**config.mk**
```make
export PLATFORM = sky130hd
export DESIGN_NAME = prog_seq
export DESIGN_NICKNAME = d
export VERILOG_FILES = /design/src/rtl/prog_seq.sv
export SDC_FILE = /design/constraint.sdc
export NUM_CORES = 1
export LEC_CHECK = 0
export CORE_AREA = 4 4 63 65
export CTS_CLUSTER_SIZE = 28
export DETAILED_ROUTE_END_ITERATION = 7
export DIE_AREA = 0 0 67 69
export PLACE_DENSITY = 0.87
export SLEW_MARGIN = 15
export SYNTH_ARGS = -nofsm -noshare
export SYNTH_HDL_FRONTEND = slang
export SYNTH_SLANG_ARGS = --single-unit
export TNS_END_PERCENT = 10
```
**constraint.sdc**
```tcl
create_clock -name clk -period 2.7 [get_ports clk]
set_input_delay 0.54 -clock clk [delete_from_list [all_inputs] [get_ports clk]]
set_output_delay 0.54 -clock clk [all_outputs]
set_load 0.01 [all_outputs]
```
**src/rtl/prog_seq.sv**
```systemverilog
// prog_seq: fetches 8-bit instructions, runs the adder handshake for ADD and issues register-file
// writes. Define PROG_SEQ_STEP_EN to add step_i single-step mode.
module prog_seq #(
  parameter int unsigned PC_W    = 4,
  parameter int unsigned TIMEOUT = 15
) (
  input  logic            clk,
  input  logic            rst,
  input  logic            main_enable,
`ifdef PROG_SEQ_STEP_EN
  input  logic            step_i,
`endif
  output logic [PC_W-1:0] pm_addr,
  input  logic [7:0]      pm_data,
  output logic [7:0]      instr,
  output logic [7:0]      data_out,
  output logic            wr_en,
  output logic            alu_start,
  input  logic            alu_done,
  input  logic [7:0]      alu_result,
  output logic            halted,
  output logic            error
);

  typedef enum logic [2:0] {
    StIdle, StFetch, StDecode, StExec, StWait, StWrite, StHalt
  } state_e;

  localparam logic [1:0] OpAdd  = 2'b00;
  localparam logic [1:0] OpJmp  = 2'b01;
  localparam logic [1:0] OpHalt = 2'b10;
  localparam logic [1:0] OpLoad = 2'b11;

  localparam logic [7:0] CntLast = 8'(TIMEOUT - 1);

  state_e          state_q, state_d;
  logic [PC_W-1:0] pc_q, pc_d;
  logic [7:0]      cnt_q, cnt_d;
  logic [7:0]      instr_q, instr_d;
  logic [7:0]      data_q, data_d;
  logic            error_q, error_d;
  logic            step_go;

  // Where WRITE and JMP resume: straight to FETCH, or back to IDLE to await a step pulse.
`ifdef PROG_SEQ_STEP_EN
  localparam state_e StResume = StIdle;
  assign step_go = step_i;
`else
  localparam state_e StResume = StFetch;
  assign step_go = 1'b1;
`endif

  always_comb begin
    state_d = state_q;
    pc_d    = pc_q;
    cnt_d   = cnt_q;
    instr_d = instr_q;
    data_d  = data_q;
    error_d = error_q;
    if (main_enable) begin
      unique case (state_q)
        StIdle:  if (step_go) state_d = StFetch;
        StFetch: state_d = StDecode;
        StDecode: begin
          instr_d = pm_data;
          unique case (pm_data[7:6])
            OpLoad: begin
              data_d  = {4'b0000, pm_data[3:0]};
              state_d = StWrite;
            end
            OpAdd:  state_d = StExec;
            OpJmp: begin
              pc_d    = pm_data[PC_W-1:0];
              state_d = StResume;
            end
            OpHalt: state_d = StHalt;
          endcase
        end
        StExec: begin
          cnt_d   = '0;
          state_d = StWait;
        end
        StWait: begin
          cnt_d = cnt_q + 8'd1;
          // A done arriving on the final allowed cycle still counts.
          if (alu_done) begin
            data_d  = alu_result;
            state_d = StWrite;
          end else if (cnt_q == CntLast) begin
            error_d = 1'b1;
            state_d = StHalt;
          end
        end
        StWrite: begin
          pc_d    = pc_q + PC_W'(1);
          state_d = StResume;
        end
        StHalt:  state_d = StHalt;
        default: state_d = StIdle;
      endcase
    end
  end

  always_ff @(posedge clk or posedge rst) begin
    if (rst) begin
      state_q <= StIdle;
      pc_q    <= '0;
      cnt_q   <= '0;
      instr_q <= '0;
      data_q  <= '0;
      error_q <= 1'b0;
    end else begin
      state_q <= state_d;
      pc_q    <= pc_d;
      cnt_q   <= cnt_d;
      instr_q <= instr_d;
      data_q  <= data_d;
      error_q <= error_d;
    end
  end

  // Strobes are gated by enable so a frozen EXEC/WRITE fires once after re-enable.
  assign wr_en     = main_enable && (state_q == StWrite);
  assign alu_start = main_enable && (state_q == StExec);
  assign halted    = (state_q == StHalt);
  assign pm_addr   = pc_q;
  assign instr     = instr_q;
  assign data_out  = data_q;
  assign error     = error_q;

endmodule
```
# After elaboration in Yosys (flattened, before gate mapping)
# Index checks and enable logic that the tools add are counted.
# totals
out_inout_bits,24
ff_bits,32
wordCells,47
inputBits,20
# classes
add_sub_neg,2
n_mux,10
bitwise_logic,1
reduce_logical,14
eq_ne,14
# op_table
op,count
$pmux W8 S2,2
$pmux W3 S6,1
$mux W8,2
$pmux W3 S4,1
$eq A3 B3 Y1 const B,3
$add A8 B1 Y8 const B,1
$eq A8 B4 Y1 const B,1
$pmux W4 S2,1
$reduce_and A4 Y1,2
$eq A3 B2 Y1 const B,2
$mux W3,2
$ne A2 B2 Y1 const B,3
$reduce_and A2 Y1,3
$reduce_bool A2 Y1,3
$add A4 B1 Y4 const B,1
$eq A2 B2 Y1 const B,2
$mux W4,1
$eq A3 B1 Y1 const B,1
$logic_not A3 Y1,1
$ne A3 B3 Y1 const B,1
$reduce_and A3 Y1,1
$eq A2 B1 Y1 const B,1
$logic_and A1 B1 Y1,2
$logic_not A2 Y1,1
other kinds (2),2

# Logic depth before layout (Yosys ltp)
# depth
ltp_word,4
ltp_mapped,5
mapped_depth_nobuf,5

# Worst setup path after synthesis
# No wires, ideal clock.
# synth_timing
kind,input-to-reg
start,input main_enable
end,register data_q[0] (netlist: data_out[0])
path_stages,5
setup_ns,0.128
slack_ns,0.879
arrival_time_ns,1.693
path_cell_list,buf_2 > and4bb_1 > buf_2 > a32oi_4 > mux2_1
# synth_between
elab_chain_cells,1
# synth_rtl
item,line,rtl
start: declaration,9,"input logic main_enable,"
$reduce_and A4 Y1 (no source line),-,
end signal: assignment,117,data_q <= data_d;
end: declaration,40,"logic [7:0] data_q, data_d;"
# No other way between the ends.
# A chain may end at the register's enable or synchronous reset.

# Worst setup path after layout
# layout_timing
start,input main_enable
end,output wr_en
# layout_between
elab_chain_cells,1
# layout_rtl
item,line,rtl
$logic_and A1 B1 Y1,123,assign wr_en = main_enable && (state_q == StWrite);
end: declaration,17,"output logic wr_en,"
# No other way between the ends.

==> metrics.cfg <==
[status]
outcome=completed

[clocking]
clk_pin_slew_ns=0.10
cts_tree=built
holdBufCountCts=0
cts_resized=0
cts_max_level=2
cts_buffers=5
cts_setup_buffers=0
clock-sinks=32
cts_root_buf=clkbuf_4
clock_latency_ns=0.35
cts.path.max_buffers=2

[timing]
max_freq_ghz=0.4046
slew_viol_final=0
worst_pin_slew_ns=0.5588
setup_viol=0
min_period_ns=2.471
hold_viol=0
max-slew-margin-rel_pct=62.66
setup_tns_ns=0
finalClockSkew_ns=0.01278
rsz0062_at_grt=false
period_share_pct=91.53

[finish]
final_cells=262
syn_to_final_growth_pct=34.02
drive_above_1_share_pct=11.11
utilization_pct=68.09
diodes=0
nets=238

[place]
place_inst=254
dpl.hpwl_mm=2.937
io_buffers=43
routabilityCongestion=0.8364

[setup_path]
critPathCaptureType=output port
cp_cell_sequence=clkdlybuf4s50_1, nand4b_1, inv_1, clkdlybuf4s50_1
rrSetupSlack_ns=0.75
r2r_end=data_out[3]
cp-start-kind=input pin
crit_type=in2out
crit_path_frequent_cell=clkdlybuf4s50_1
crit_path_top_delay_cell=clkdlybuf4s50_1
critical_path_peak_fanout=3
worstReg2RegStart=state_q[2]
reg2reg_depth=3
cp.arrival_ns=1.93
slowest_delay_ns=0.55
worst_ep_required_time_ns=2.16

[pwr]
p_sw_mw=0.7372
clkPwrFrac_pct=17.5
seq_power_share_pct=40.1
vdd_drop_max_mv=0.4555
power_density_nw_per_um2=931.3
combPwrFrac_pct=42.5
power_leakage_nw=0.9789
p_int_mw=1.379
power.share.switching_pct=34.84

[flow_run]
max-cap-violations=0

[route]
drt.antenna.violating_nets=0
vias_per_cell=5.504
vias=1442
drt_iter0_drc=156
firstDrtPassIters=4
routed_wl_mm=4.037
wl_per_cell_um=15.41
route.detailed.drc=0

[global_route]
grt_overflow_total=0
antenna_found_initial=0
track_usage_pct=18.65
grt_pass1_vias=1372
grt_max_degree=33
grt_first_pass_wirelength_mm=6.734

[die]
die_w_um=67
die_h_um=69
core_sq_um=3337
initial_utilization_pct=50.81
dieArea_sq_um=4623
ioPinCount=44
num_rows=21

[synthesis]
ys_warn_count=0
synth_area_sq_um=1695
avgSynthCellArea_sq_um=10.21
synthFlopType=dfrtp_1
syn_inst=166
async_flop_share_pct=100.0
syn_nets=189
ys_ff_latch=32
seq_area_frac_synth_pct=47.23
synth-edff-count=0
yosysUniqueCellTypes=47

[hold_path]
hold_start=error
hold_end=error
hold_depth=1
hold_path.class=reg2reg

## kinds of logic (layout without fill, tap and decap cells)
| family | after synthesis | in the layout | share of synthesized area (%) |
|---|---|---|---|
| flip-flops | 32 | 32 | 47.23 |
| AND/OR/NAND/NOR | 71 | 71 | 23.84 |
| adder cells (fa/ha/maj) | 3 | 3 | 2.214 |
| AO/OA/AOI/OAI | 31 | 31 | 14.61 |
| multiplexers | 12 | 12 | 7.749 |
| buffers and inverters | 17 | 67 | 4.354 |
## critical path, delay by kind of cell
kind                   cells  cell delay (ns)
buffers and inverters      3             1.23
and+or+nand+nor            1             0.16
## flip-flops by register name, indices dropped and copies added, names as in the netlist
name / flops
error: 1
data_out: 8
instr: 8
cnt_q: 8
pm_addr: 4
state_q: 3
## cells in the final DEF, fill, tap and decap left out, types with 2 or more instances in the layout
master           instances
nor2b_1                  4
nand4b_1                 3
buf_4                    6
mux2i_1                  3
ha_1                     3
nand4bb_1                2
nand2_1                 30
mux2_1                   5
a21oi_1                  4
dfrtp_1                 32
nand3_1                  5
o31ai_1                  3
nor2_1                   4
clkbuf_4                 5
inv_1                   10
nand4_1                  3
or4_1                    2
nand2b_1                 3
clkdlybuf4s50_1         43
o22ai_1                  2
a22o_1                   4
nor3_1                   2
o21ai_0                  6
and2_1                   2
mux2_2                   4
nor3b_1                  2
## Yosys cell counts, types with 2 or more instances
cell	count	area share, %
nor2_1	4	0.89
mux2_2	4	2.7
inv_1	10	2.2
nand2_1	30	6.6
nand4b_1	3	1.6
nor3_1	2	0.59
o21ai_0	6	1.8
a22o_1	4	2.1
buf_2	5	1.5
o22ai_1	2	0.74
nand2b_1	3	1.1
nand4_1	3	1.1
nor2b_1	4	1.5
mux2_1	5	3.3
a21oi_1	4	1.2
nand3_1	5	1.5
mux2i_1	3	1.8
ha_1	3	2.2
and2_1	2	0.74
nor3b_1	2	0.89
o31ai_1	3	1.3
nand4bb_1	2	1.3
or4_1	2	0.89
dfrtp_1	32	47
## power by group through the flow
stage	sequential (mW)	clock [mW]	combinational, mW
after floorplan	0.853	0	0.461
after global placement	0.846	0	0.874
after detailed placement	0.858	0	0.904
after CTS	0.846	0.372	0.910
after global routing	0.882	0.402	0.979
final	0.848	0.370	0.899
## layer usage
metal | wire (um) | global-route usage, %
met1 | 1817 | 25.44
met2 | 1828 | 27.62
met4 | 76 | 6.982
met5 | 0 | 0
met3 | 315 | 5.519
## layout make-up
type | count | area [sq um]
clock inverter | 3 | 42.54
inverter | 10 | 37.54
tap | 46 | 57.56
timing repair buffer | 49 | 475.5
fill | 278 | 1065
multi-input combinational | 117 | 820.8
clock buffer | 5 | 37.54
sequential | 32 | 800.8
## metrics by stage
stage | total power [mW] | hold WS (ns) | area (sq um) | worst slack (ns)
4_1_cts | 2.128 | 0.4751 | 2272 | 0.2397
5_1_grt | 2.263 | 0.5134 | 2272 | 0.1389
3_5_place_dp | 1.762 | 0.4462 | 2192 | 0.2578
6_report | 2.116 | 0.4677 | 2272 | 0.2286
3_3_place_gp | 1.720 | 0.4513 | 2192 | 0.2665
2_1_floorplan | 1.314 | 0.4803 | 1695 | 0.8793
## worst max-delay path by stage
stage | startpoint | endpoint
global placement | main_enable | alu_start
global route | state_q[0] | wr_en
CTS | main_enable | wr_en
detailed placement | main_enable | wr_en
floorplan | main_enable | data_out[0]
finish | main_enable | wr_en
No activity file was read; power rests on OpenSTA's default activity.
